File: config.mk
export PLATFORM = sky130hd
export DESIGN_NAME = stm_swapchain_n
export DESIGN_NICKNAME = d
export VERILOG_FILES = /design/src/rtl/stm_swapchain_n_pkg.sv /design/src/rtl/addsub_64_64.sv /design/src/rtl/stm_swapchain_n.sv
export SDC_FILE = /design/constraint.sdc
export NUM_CORES = 1
export LEC_CHECK = 0
export BUFFER_PORTS_ARGS = -buffer_cell sky130_fd_sc_hd__buf_2
export CAP_MARGIN = 25
export CORE_AREA = 3 3 192 194
export DETAILED_ROUTE_END_ITERATION = 10
export DIE_AREA = 0 0 195 197
export PLACE_DENSITY = 0.72
export RECOVER_POWER = 25
export SYNTH_ARGS = -nofsm -noshare
export SYNTH_HDL_FRONTEND = slang
export SYNTH_HIERARCHICAL = 1
export SYNTH_SLANG_ARGS = --single-unit
File: constraint.sdc
create_clock -name CLK -period 4 [get_ports CLK]
set_clock_uncertainty 0.15 [all_clocks]
set_input_delay 0.4 -clock CLK [delete_from_list [all_inputs] [get_ports CLK]]
set_output_delay 0.4 -clock CLK [all_outputs]
set_load 0.01 [all_outputs]
File: src/rtl/stm_swapchain_n_pkg.sv
// Shared constants for the STM swapchain: transition trigger modes and a
// helper that tells whether a mode byte is one the swapchain understands.
package stm_swapchain_n_pkg;

  localparam logic [7:0] TRANSITION_MODE_SYNC_IDX  = 8'h00;
  localparam logic [7:0] TRANSITION_MODE_SYS_TIME  = 8'h01;
  localparam logic [7:0] TRANSITION_MODE_GPIO      = 8'h02;
  localparam logic [7:0] TRANSITION_MODE_IMMEDIATE = 8'hFF;

  function automatic logic is_valid_mode(input logic [7:0] mode);
    return (mode == TRANSITION_MODE_SYNC_IDX)  ||
           (mode == TRANSITION_MODE_SYS_TIME)  ||
           (mode == TRANSITION_MODE_GPIO)      ||
           (mode == TRANSITION_MODE_IMMEDIATE);
  endfunction

endpackage

File: src/rtl/addsub_64_64.sv
// Registered 64-bit add/subtract with a 65-bit signed result; operands are
// zero-extended so the sign bit of a subtraction means a < b.
module addsub_64_64 (
  input  logic               clk,
  input  logic               rst,
  input  logic               sub,
  input  logic [63:0]        a,
  input  logic [63:0]        b,
  output logic signed [64:0] result
);

  always_ff @(posedge clk) begin
    if (rst) begin
      result <= '0;
    end else if (sub) begin
      result <= $signed({1'b0, a}) - $signed({1'b0, b});
    end else begin
      result <= $signed({1'b0, a}) + $signed({1'b0, b});
    end
  end

endmodule

File: src/rtl/stm_swapchain_n.sv
// Segment switch arbiter for the STM engine: holds a transition request until
// its trigger fires, counts finite repetitions and drives per-segment indices.
module stm_swapchain_n
  import stm_swapchain_n_pkg::*;
#(
  parameter int NUM_SEGMENTS = 2,
  parameter int IDX_WIDTH    = 16,
  parameter int REP_WIDTH    = 32,
  parameter int NUM_GPIO     = 4,
  localparam int SEG_W  = (NUM_SEGMENTS > 2) ? $clog2(NUM_SEGMENTS) : 1,
  localparam int GPIO_W = (NUM_GPIO > 2) ? $clog2(NUM_GPIO) : 1
) (
  input  logic                 CLK,
  input  logic                 RST,
  input  logic [63:0]          SYS_TIME,
  input  logic                 UPDATE_SETTINGS,
  input  logic [SEG_W-1:0]     REQ_RD_SEGMENT,
  input  logic [7:0]           TRANSITION_MODE,
  input  logic [63:0]          TRANSITION_VALUE,
  input  logic [IDX_WIDTH-1:0] CYCLE    [NUM_SEGMENTS],
  input  logic [REP_WIDTH-1:0] REP      [NUM_SEGMENTS],
  input  logic [IDX_WIDTH-1:0] SYNC_IDX [NUM_SEGMENTS],
  input  logic [NUM_GPIO-1:0]  GPIO_IN,
  output logic                 STOP,
  output logic [SEG_W-1:0]     SEGMENT,
  output logic [IDX_WIDTH-1:0] IDX      [NUM_SEGMENTS],
  output logic                 PENDING,
  output logic                 LOOP_DONE
);

  typedef enum logic [1:0] {
    INFINITE_LOOP,
    WAIT_START,
    FINITE_LOOP
  } state_t;

  typedef enum logic {
    SYNC,
    TIC
  } idx_mode_t;

  state_t                 state;
  idx_mode_t              idx_mode;
  logic [IDX_WIDTH-1:0]   tic_idx [NUM_SEGMENTS];
  logic [IDX_WIDTH-1:0]   idx_old [NUM_SEGMENTS];
  logic [REP_WIDTH-1:0]   loop_cnt;
  logic [REP_WIDTH-1:0]   rep_l;
  logic [7:0]             mode_l;
  logic [63:0]            value_l;
  logic [SEG_W-1:0]       req_l;
  logic                   diff_valid;
  logic signed [64:0]     diff;

  logic [NUM_SEGMENTS-1:0] changed;
  logic                    req_ok;
  logic                    fire;
  logic                    fire_tic;
  logic                    pass_end;
  logic                    gpio_in_range;

  // Latched value minus current time; negative once the target time has passed.
  addsub_64_64 u_time_diff (
    .clk    (CLK),
    .rst    (RST),
    .sub    (1'b1),
    .a      (value_l),
    .b      (SYS_TIME),
    .result (diff)
  );

  always_comb begin
    for (int s = 0; s < NUM_SEGMENTS; s++) begin
      changed[s] = (idx_old[s] != SYNC_IDX[s]);
    end
  end

  assign req_ok        = UPDATE_SETTINGS && (32'(REQ_RD_SEGMENT) < NUM_SEGMENTS) &&
                         is_valid_mode(TRANSITION_MODE);
  assign gpio_in_range = (value_l < 64'(NUM_GPIO));

  always_comb begin
    fire     = 1'b0;
    fire_tic = 1'b0;
    case (mode_l)
      TRANSITION_MODE_SYNC_IDX: begin
        fire = changed[req_l] && (SYNC_IDX[req_l] == '0);
      end
      TRANSITION_MODE_SYS_TIME: begin
        fire     = diff_valid && diff[64];
        fire_tic = 1'b1;
      end
      TRANSITION_MODE_GPIO: begin
        fire     = changed[req_l] && gpio_in_range && GPIO_IN[value_l[GPIO_W-1:0]];
        fire_tic = 1'b1;
      end
      TRANSITION_MODE_IMMEDIATE: begin
        fire = 1'b1;
      end
      default: begin
        fire = 1'b0;
      end
    endcase
  end

  // A pass ends on the segment's own wrap (SYNC) or on the tick after the last index (TIC).
  always_comb begin
    if (idx_mode == TIC) begin
      pass_end = (tic_idx[SEGMENT] == CYCLE[SEGMENT]);
    end else begin
      pass_end = (SYNC_IDX[SEGMENT] == '0);
    end
  end

  always_ff @(posedge CLK) begin
    for (int s = 0; s < NUM_SEGMENTS; s++) begin
      idx_old[s] <= RST ? '0 : SYNC_IDX[s];
    end
  end

  always_ff @(posedge CLK) begin
    if (RST) begin
      state      <= INFINITE_LOOP;
      idx_mode   <= SYNC;
      SEGMENT    <= '0;
      STOP       <= 1'b0;
      PENDING    <= 1'b0;
      LOOP_DONE  <= 1'b0;
      loop_cnt   <= '0;
      rep_l      <= '0;
      mode_l     <= '0;
      value_l    <= '0;
      req_l      <= '0;
      diff_valid <= 1'b0;
      for (int s = 0; s < NUM_SEGMENTS; s++) begin
        tic_idx[s] <= '0;
      end
    end else begin
      LOOP_DONE <= 1'b0;
      if (req_ok) begin
        if (REQ_RD_SEGMENT == SEGMENT) begin
          state    <= INFINITE_LOOP;
          PENDING  <= 1'b0;
          STOP     <= 1'b0;
          idx_mode <= SYNC;
        end else if (&REP[REQ_RD_SEGMENT]) begin
          state    <= INFINITE_LOOP;
          PENDING  <= 1'b0;
          STOP     <= 1'b0;
          idx_mode <= SYNC;
          SEGMENT  <= REQ_RD_SEGMENT;
        end else begin
          state      <= WAIT_START;
          PENDING    <= 1'b1;
          rep_l      <= REP[REQ_RD_SEGMENT];
          mode_l     <= TRANSITION_MODE;
          value_l    <= TRANSITION_VALUE;
          req_l      <= REQ_RD_SEGMENT;
          diff_valid <= 1'b0;
        end
      end else begin
        case (state)
          WAIT_START: begin
            diff_valid <= 1'b1;
            if (fire) begin
              state    <= FINITE_LOOP;
              PENDING  <= 1'b0;
              STOP     <= 1'b0;
              loop_cnt <= '0;
              SEGMENT  <= req_l;
              idx_mode <= fire_tic ? TIC : SYNC;
              if (fire_tic) begin
                tic_idx[req_l] <= '0;
              end
            end
          end
          FINITE_LOOP: begin
            if (changed[SEGMENT]) begin
              if (pass_end) begin
                if (idx_mode == TIC) begin
                  tic_idx[SEGMENT] <= '0;
                end
                if (loop_cnt == rep_l) begin
                  LOOP_DONE <= ~STOP;
                  STOP      <= 1'b1;
                end else begin
                  loop_cnt <= loop_cnt + 1'b1;
                end
              end else if (idx_mode == TIC) begin
                tic_idx[SEGMENT] <= tic_idx[SEGMENT] + 1'b1;
              end
            end
          end
          default: begin
          end
        endcase
      end
    end
  end

  always_comb begin
    for (int s = 0; s < NUM_SEGMENTS; s++) begin
      if ((idx_mode == TIC) && (SEG_W'(s) == SEGMENT)) begin
        IDX[s] = tic_idx[s];
      end else begin
        IDX[s] = idx_old[s];
      end
    end
  end

endmodule

; ---- After elaboration in Yosys (flattened, before gate mapping)
; Memories as Yosys holds them, arrays and structs flattened. A register that Yosys moved wholly into a read port is not among the register bits.
; Cells that the tools add are included.
[classes]
order_cmp = 7
bitwise_logic = 13
muxes = 89
addsub = 3
n_reduce_logical = 30
n_eq_ne = 25
[op_table]
columns = cell, n
row1 = 16-bit two-way mux, 16
row2 = 32-bit two-way mux, 7
row3 = 64-bit by 64-bit subtractor with 65-bit output, 1
row4 = "64-bit by 3-bit less-than comparator with 1-bit output, second input constant", 1
row5 = 32-bit case mux with 2 select lines, 1
row6 = 1-bit two-way mux, 59
row7 = "32-bit by 1-bit adder with 32-bit output, second input constant", 1
row8 = 32-bit equality test, 1
row9 = 16-bit zero test, 2
row10 = 16-bit inequality test, 2
row11 = 32-bit AND reduction, 1
row12 = 16-bit OR reduction, 2
row13 = "16-bit by 1-bit adder with 16-bit output, second input constant", 1
row14 = 16-bit equality test, 1
row15 = "8-bit by 1-bit equality test with 1-bit output, second input constant", 2
row16 = "8-bit by 2-bit equality test with 1-bit output, second input constant", 2
row17 = "8-bit equality test, second input constant", 2
row18 = 8-bit zero test, 2
row19 = "2-bit inequality test, second input constant", 6
row20 = "3-bit inequality test, second input constant", 4
row21 = 6-bit AND reduction, 2
row22 = 1-bit NOT, 9
row23 = 3-bit AND reduction, 3
row24 = 1-bit logical AND, 7
row25 = other kinds (21), 32
[word_totals]
ramBits = 64
out_inout_bits = 36
ff_bits = 210
n_memories = 2
[memory_table]
columns = name, depth, width, read_ports, rd_clocked_by_memory_dff, wr, line
row1 = idx_old, 2, 16, 2, 0, 2, stm_swapchain_n.sv:45  ; logic [IDX_WIDTH-1:0] idx_old [NUM_SEGMENTS];
row2 = tic_idx, 2, 16, 3, 1, 2, stm_swapchain_n.sv:44  ; logic [IDX_WIDTH-1:0] tic_idx [NUM_SEGMENTS];

; ---- Depth between registers and ports, before layout
; Gate-level depths: netlist of the first run.
[logic_depth]
depth_word = 15
depth_mapped = 20
depth_no_buf = 19

; ---- Modules after synthesis
; The synthesis of the first run kept the hierarchy.
[by_module_without_submodules]
columns = module, seq_area_each_um2, n_inst, area_per_inst_um2, cells_per_inst
row1 = stm_swapchain_n, 4504.3, 1, 10729.0, 1193
row2 = addsub_64_64, 1301.2, 1, 6855.3, 949

; ---- Worst setup path before layout of the first run
; OpenSTA, ideal clock, no wires.
[synth_path]
path_kind = input -> register
from = in SYS_TIME[21]
to = reg u_time_diff.result[59]
path_buffers = 1
t_required_ns = 3.729
path_stages = 12
arrival_ns = 3.012
setup_slack_ns = 0.717
setup_ns = 0.121
path_cell_list = xnor2_1 -> ha_1 -> clkbuf_1 -> nand4_1 -> nor4_1 -> inv_1 -> a2111oi_1 -> o21ai_0 -> o41ai_2 -> a21oi_1 -> a41oi_1 -> mux2_2
[synth_between]
elab_chain_len = 1
[synth_rtl]
columns = element, line
row1 = start: declaration, stm_swapchain_n.sv:15  ; input logic [63:0] SYS_TIME,
row2 = 64-bit by 64-bit subtractor with 65-bit output, addsub_64_64.sv:16  ; result <= $signed({1'b0, a}) - $signed({1'b0, b});
row3 = end signal: assignment, addsub_64_64.sv:16
row4 = end signal: assignment, addsub_64_64.sv:18  ; result <= $signed({1'b0, a}) + $signed({1'b0, b});
row5 = end: declaration, addsub_64_64.sv:9  ; output logic signed [64:0] result
; No other way between the ends.
; A chain may end at the register's enable or synchronous reset.

; ---- Worst setup path after layout of the first run
[layout_path]
from = reg value_l[5]
to = reg loop_cnt[0]
[layout_between]
elab_chain_len = 6
[layout_rtl]
columns = element, line
row1 = start: declaration, stm_swapchain_n.sv:49  ; logic [63:0] value_l;
row2 = start signal: assignment, stm_swapchain_n.sv:131  ; value_l <= '0;
row3 = start signal: assignment, stm_swapchain_n.sv:156  ; value_l <= TRANSITION_VALUE;
row4 = 64-bit by 3-bit less-than comparator with 1-bit output, stm_swapchain_n.sv:79  ; assign gpio_in_range = (value_l < 64'(NUM_GPIO));
row5 = 1-bit logical AND (2 in a row), stm_swapchain_n.sv:93  ; fire = changed[req_l] && gpio_in_range && GPIO_IN[value_l[GPIO_W-1:0]];
row6 = 1-bit case mux with 4 select lines, stm_swapchain_n.sv:84  ; case (mode_l)
row7 = 2-bit inequality test (no line), --
row8 = 6-bit AND reduction (no line), --
row9 = end signal: assignment, stm_swapchain_n.sv:186  ; loop_cnt <= loop_cnt + 1'b1;
row10 = end: declaration, stm_swapchain_n.sv:46  ; logic [REP_WIDTH-1:0] loop_cnt;
; No other way between the ends.

==> results of run 1 <==
-- area by class of cell --
cell class / count / area, um2 / area share (%)
Clock buffer: 34 / 732 / 4.22
Clock inverter: 13 / 178 / 1.02
Inverter: 23 / 86.3 / 0.498
Multi-Input combinational cell: 1272 / 8540 / 49.3
Sequential cell: 210 / 4520 / 26.1
Tap cell: 461 / 577 / 3.33
Timing Repair Buffer: 432 / 2700 / 15.6
-- sequential cells by signal (all words and copies together), names as in the netlist, 8 cells and up, named ones only --
signal    cells
mode_l        8
rep_l        32
value_l      64
idx_old      32
tic_idx      32
loop_cnt     32
-- worst paths after layout --
check,cells past startpoint,endpoint,from,slack (ns)
max,9,loop_cnt[0]$_SDFFE_PP0P_,value_l[5]$_SDFFE_PP0P_,0.31
max reg2reg,9,loop_cnt[0]$_SDFFE_PP0P_,value_l[5]$_SDFFE_PP0P_,0.31
min reg2reg,2,value_l[49]$_SDFFE_PP0P_,value_l[49]$_SDFFE_PP0P_,0.32
min,3,mode_l[0]$_SDFFE_PP0P_,TRANSITION_MODE[0],0.03
-- worst register-to-register path: cells and delay by family (launching register included) --
family                 cells  cell delay [ns]
flip-flops                 1             0.32
AND/OR/NAND/NOR            5             2.22
AO/OA/AOI/OAI              3             0.64
buffers and inverters      1             0.29
-- power breakdown --
part / internal [mW] / switching [mW]
clock network: 1.55 / 0.948
registers: 2.18 / 0.0345
logic: 0.354 / 0.368
total: 4.08 / 1.35
-- layer usage --
layer	share of wire, %	global-route usage (%)	wire length (um)
met1	43	26.7	18300
met4	2.8	6.05	1180
met5	0.11	0	49
met3	6.0	3.28	2570
met2	48	37.1	20700
-- stage by stage --
stage / setup WS [ns] / instance area (um2)
after floorplan: 1.01 / 13700
after global placement: 0.343 / 15500
after detailed placement: 0.290 / 15500
after CTS: 0.265 / 17400
after global routing: 0.0834 / 17300
final: 0.308 / 17300
-- timing repair --
| action | in CTS | in global routing |
|---|---|---|
| hold buffers | 97 | 0 |
| hold endpoints to repair | 97 | 0 |
| gates resized for setup | 0 | 0 |
==> results.toml, run 1 <==
[status]
status = "finished with violations"
violations = "max-capacitance violations, max-slew violations"

[setup_path]
worst_path_largest_cell_delay_ns = 0.79
path_class = "reg2reg"
crit_required_ns = 4.31
critPathArrivalTime_ns = 4.00
path_max_fanout = 19
path_cells = "nor4_1, nand4_1, nor4b_4, a211oi_2, o31ai_2, nand2b_1, buf_4, or3_1, a21oi_1"
critical_path.top_delay_family = "simple AND/OR/NAND/NOR gates"
start_kind = "flip-flop"
crit_path_end_kind = "flip-flop"
slowest_stage = "nor4_1"
cp_num_buf_inv = 1

[final_layout]
drive_gt1_share_pct = 21.4
antenna_cells = 0
fin_cells = 2445
final_common_cell = "buf_2"
final_core_util_pct = 49.0
layout.nets = 2306
layout_common_cells = "buf_2, nand2_1, dfxtp_1, a21oi_1, nor2_1"
area_delta_synth_final_pct = 26.8
fillCellCount = 3328

[grt]
grt_pass1_wl_mm = 67.1
grt_pass1_vias = 13100
antenna_found_initial = 5
grt_max_degree = 77
grt-ovfl-total = 0
track_usage_pct = 21.0

[sta]
final_max_slew_viol_count = 150
max_slew.worst_pin.slew_ns = 1.66
rsz0062_at_grt = "no"
setup_tns_ns = 0
max_freq_ghz = 0.271
hold_viol = 0
fin_crit_sh_pct = 92.3
slew_headroom_pct = -10.5
setup_violations = 0
finalCriticalPeriod_ns = 3.69
hold_slack_ns = 0.0276

[die]
num_rows = 69
die_w_um = 195
die_h_um = 197
ios = 308
dieArea_um2 = 38400
initial_core_util_pct = 38.6
core_area_um2 = 35400

[synth]
syn_inst = 1614
yosys_warnings = 6
syn_area_um2 = 13700
synth_area_per_cell_um2 = 8.47
synth_nets = 1955

[clock_tree]
root_buffer = "clkbuf_16"
clock-sinks = 210
cts_max_level = 1
clk_pin_slew_ns = 0.06
cts_made_buffers = 26
clk_latency_ns = 0.53
cts_setup_buffers = 0
cts_max_path_buffers = 3
cts_tree = "built"

[min_path]
hold_class = "in2reg"

[placed_design]
port_buffers = 307
dpl.hpwl_mm = 32.0
dp.cells = 2301
globalplace.congestion = 0.936

[pwr]
peakVddDrop_v = 0.000333
p_total_mw = 5.43
leakage_nw = 7.05
p_per_area_nw_per_um2 = 313

[run]
maxCapViolations = 2

[drt]
first_pass_iters = 5
drt-wirelength-per-cell_um = 17.5
route.detailed.drc = 0
dr.first_iter.drc_count = 696
route.vias.total = 13300
wl_mm = 42.7
antenna_left = 0
vias_per_cell = 5.43
No activity file was read; power rests on OpenSTA's default activity.
==> run 2: changes to the inputs <==
- CELL_PAD_IN_SITES_DETAIL_PLACEMENT: unset -> 0
- CELL_PAD_IN_SITES_GLOBAL_PLACEMENT: unset -> 1
- CORE_AREA: 3 3 192 194 -> 3 3 207 209
- DIE_AREA: 0 0 195 197 -> 0 0 210 212
- PLACE_DENSITY: 0.72 -> unset
- PLACE_DENSITY_LB_ADDON: unset -> 0.1
==> run 2 against run 1 <==
Compared with the run above:
- the flow still finishes with violations (max-capacitance violations, max-slew violations)
- sequential cell count unchanged
- critical path depth increased by 2
- critical path type is now in2reg
- routed wire length increased by 7.3%
- sequential power about the same
- utilization decreased by 5.9 points
- non-clock buffer count increased by 20
- highest routed layer unchanged
- design area increased by 1.9%
- largest power group unchanged
- critical endpoint is now rep_l[26]$_SDFFE_PP0P_
- worst setup slack got worse by 0.080 ns
==> results.toml, run 2 (synthesis gave the netlist of run 1 again) <==
[setup_path]
crit_path_end = "rep_l[26]$_SDFFE_PP0P_"
path_max_fanout = 21
r2r_end = "loop_cnt[31]$_SDFFE_PP0P_"
crit_path_end_kind = "flip-flop"
ff2ff_setup_slack_ns = 0.30
crit-reg2reg-launch = "value_l[5]$_SDFFE_PP0P_"
critPathArrivalTime_ns = 4.13
crit_required_ns = 4.36
path_class = "in2reg"
cp-startpoint = "TRANSITION_MODE[1]"
reg2reg_depth = 9
start_kind = "primary input"

[placed_design]
dpl.hpwl_mm = 35.0
port_buffers = 307
dp.cells = 2376
globalplace.congestion = 0.818

[clock_tree]
clk_pin_slew_ns = 0.06
root_buffer = "clkbuf_16"
cts_setup_buffers = 0
cts_max_level = 1
cts_max_path_buffers = 3
cts_made_buffers = 28
clk_latency_ns = 0.56
clock-sinks = 210
cts_tree = "built"

[drt]
dr.first_iter.drc_count = 547
first_pass_iters = 5
wl_mm = 45.8
route.detailed.drc = 0
route.vias.total = 12800
vias_per_cell = 5.05
antenna_left = 0
drt-wirelength-per-cell_um = 18.0

[sta]
setup_violations = 0
hold_viol = 0
max_slew.worst_pin.slew_ns = 1.76
slew_headroom_pct = -17.6
max_freq_ghz = 0.265
rsz0062_at_grt = "no"
final_max_slew_viol_count = 73
fin_crit_sh_pct = 94.3
setup_tns_ns = 0
finalCriticalPeriod_ns = 3.77

[pwr]
leakage_nw = 7.11
p_total_mw = 5.53
p_per_area_nw_per_um2 = 313
peakVddDrop_v = 0.000285

[die]
die_h_um = 212
num_rows = 74
die_w_um = 210
core_area_um2 = 41000
initial_core_util_pct = 33.3
ios = 308
dieArea_um2 = 44500

[grt]
antenna_found_initial = 8
grt_pass1_wl_mm = 70.8
track_usage_pct = 19.9
grt_pass1_vias = 13000
grt-ovfl-total = 0
grt_max_degree = 74

[final_layout]
layout_common_cells = "buf_2, nand2_1, dfxtp_1, a21oi_1, nor2_1"
top_register = "value_l"
largest_register_ffs = 64
layout.nets = 2328
fin_cells = 2545
drive_gt1_share_pct = 20.3
final_common_cell = "buf_2"
area_delta_synth_final_pct = 29.3

[status]
violations = "max-capacitance violations, max-slew violations"
status = "finished with violations"

[run]
maxCapViolations = 1

[min_path]
hold_class = "in2reg"
run 2: changes by cell type in the layout (fill, tap and decap cells not counted), sizes merged:
cell	delta
buf	-18
inv	-1
clkinv	-2
bufinv	-1
dlygate4sd3	+16
diode	+6
clkinvlp	+2
clkbuf	+27
run 2: final cells by class:
cell class	instances	area, um2
clock buffers	39	802
clock inverters	11	146
well taps	532	666
multi-input cells	1272	8530
inverters	23	86.3
repair buffers	452	2910
diodes	6	15.0
flip-flops and latches	210	4520
fillers	4194	23300
run 2: report_power, final:
group	internal, mW	switching [mW]
Clock	1.58	1.01
Sequential	2.18	0.0340
Combinational	0.358	0.361
Total	4.12	1.40
run 2: critical path: stages:
cell	delay (ns)
dlygate4sd3_1	0.53
buf_2	0.15
a2111oi_0	0.48
o21a_1	0.48
o41ai_1	0.23
buf_4	0.21
nor2b_4	0.49
buf_12	0.23
nor2_1	0.05
a311oi_1	0.27
dlygate4sd3_1	0.59
run 2: worst min path at each step:
stage,start,end,slack (ns),depth (start not counted)
final,REP[17],rep_l[17]$_SDFFE_PP0P_,0.05,3
after global routing,REP[11],rep_l[11]$_SDFFE_PP0P_,0.05,3
after CTS,REP[53],rep_l[21]$_SDFFE_PP0P_,0.02,3
after detailed placement,value_l[6]$_SDFFE_PP0P_,value_l[6]$_SDFFE_PP0P_,0.32,2
after global placement,diff_valid$_SDFFE_PP0P_,diff_valid$_SDFFE_PP0P_,0.31,2
after floorplan,diff_valid$_SDFFE_PP0P_,diff_valid$_SDFFE_PP0P_,0.30,2
run 2: per-layer routing:
layer  track usage (%)  share of wire [%]  wire length, um  up-vias
li1                  -                  -                -     6546
met1              26.0                 46            21100     5992
met2              34.5                 48            21900      238
met3              3.57                4.1             1860       55
met4              4.02                2.0              921       12
met5                 0               0.15               71        -
run 2: what timing repair did:
action / CTS / global route
endpoints found under the hold margin: 100 / 0
gates resized for setup: 0 / 0
hold buffers: 113 / 0
run 2: per-stage QoR:
stage | setup slack [ns] | cell area (um2) | util [%] | hold slack [ns]
6_report | 0.227 | 17700 | 43.1 | 0.0531
5_1_grt | 0.0319 | 17700 | 43.1 | 0.0484
4_1_cts | 0.247 | 17700 | 43.2 | 0.0217
3_5_place_dp | 0.319 | 15700 | 38.2 | 0.321
3_3_place_gp | 0.365 | 15700 | 38.2 | 0.310
2_1_floorplan | 1.01 | 13700 | - | 0.298
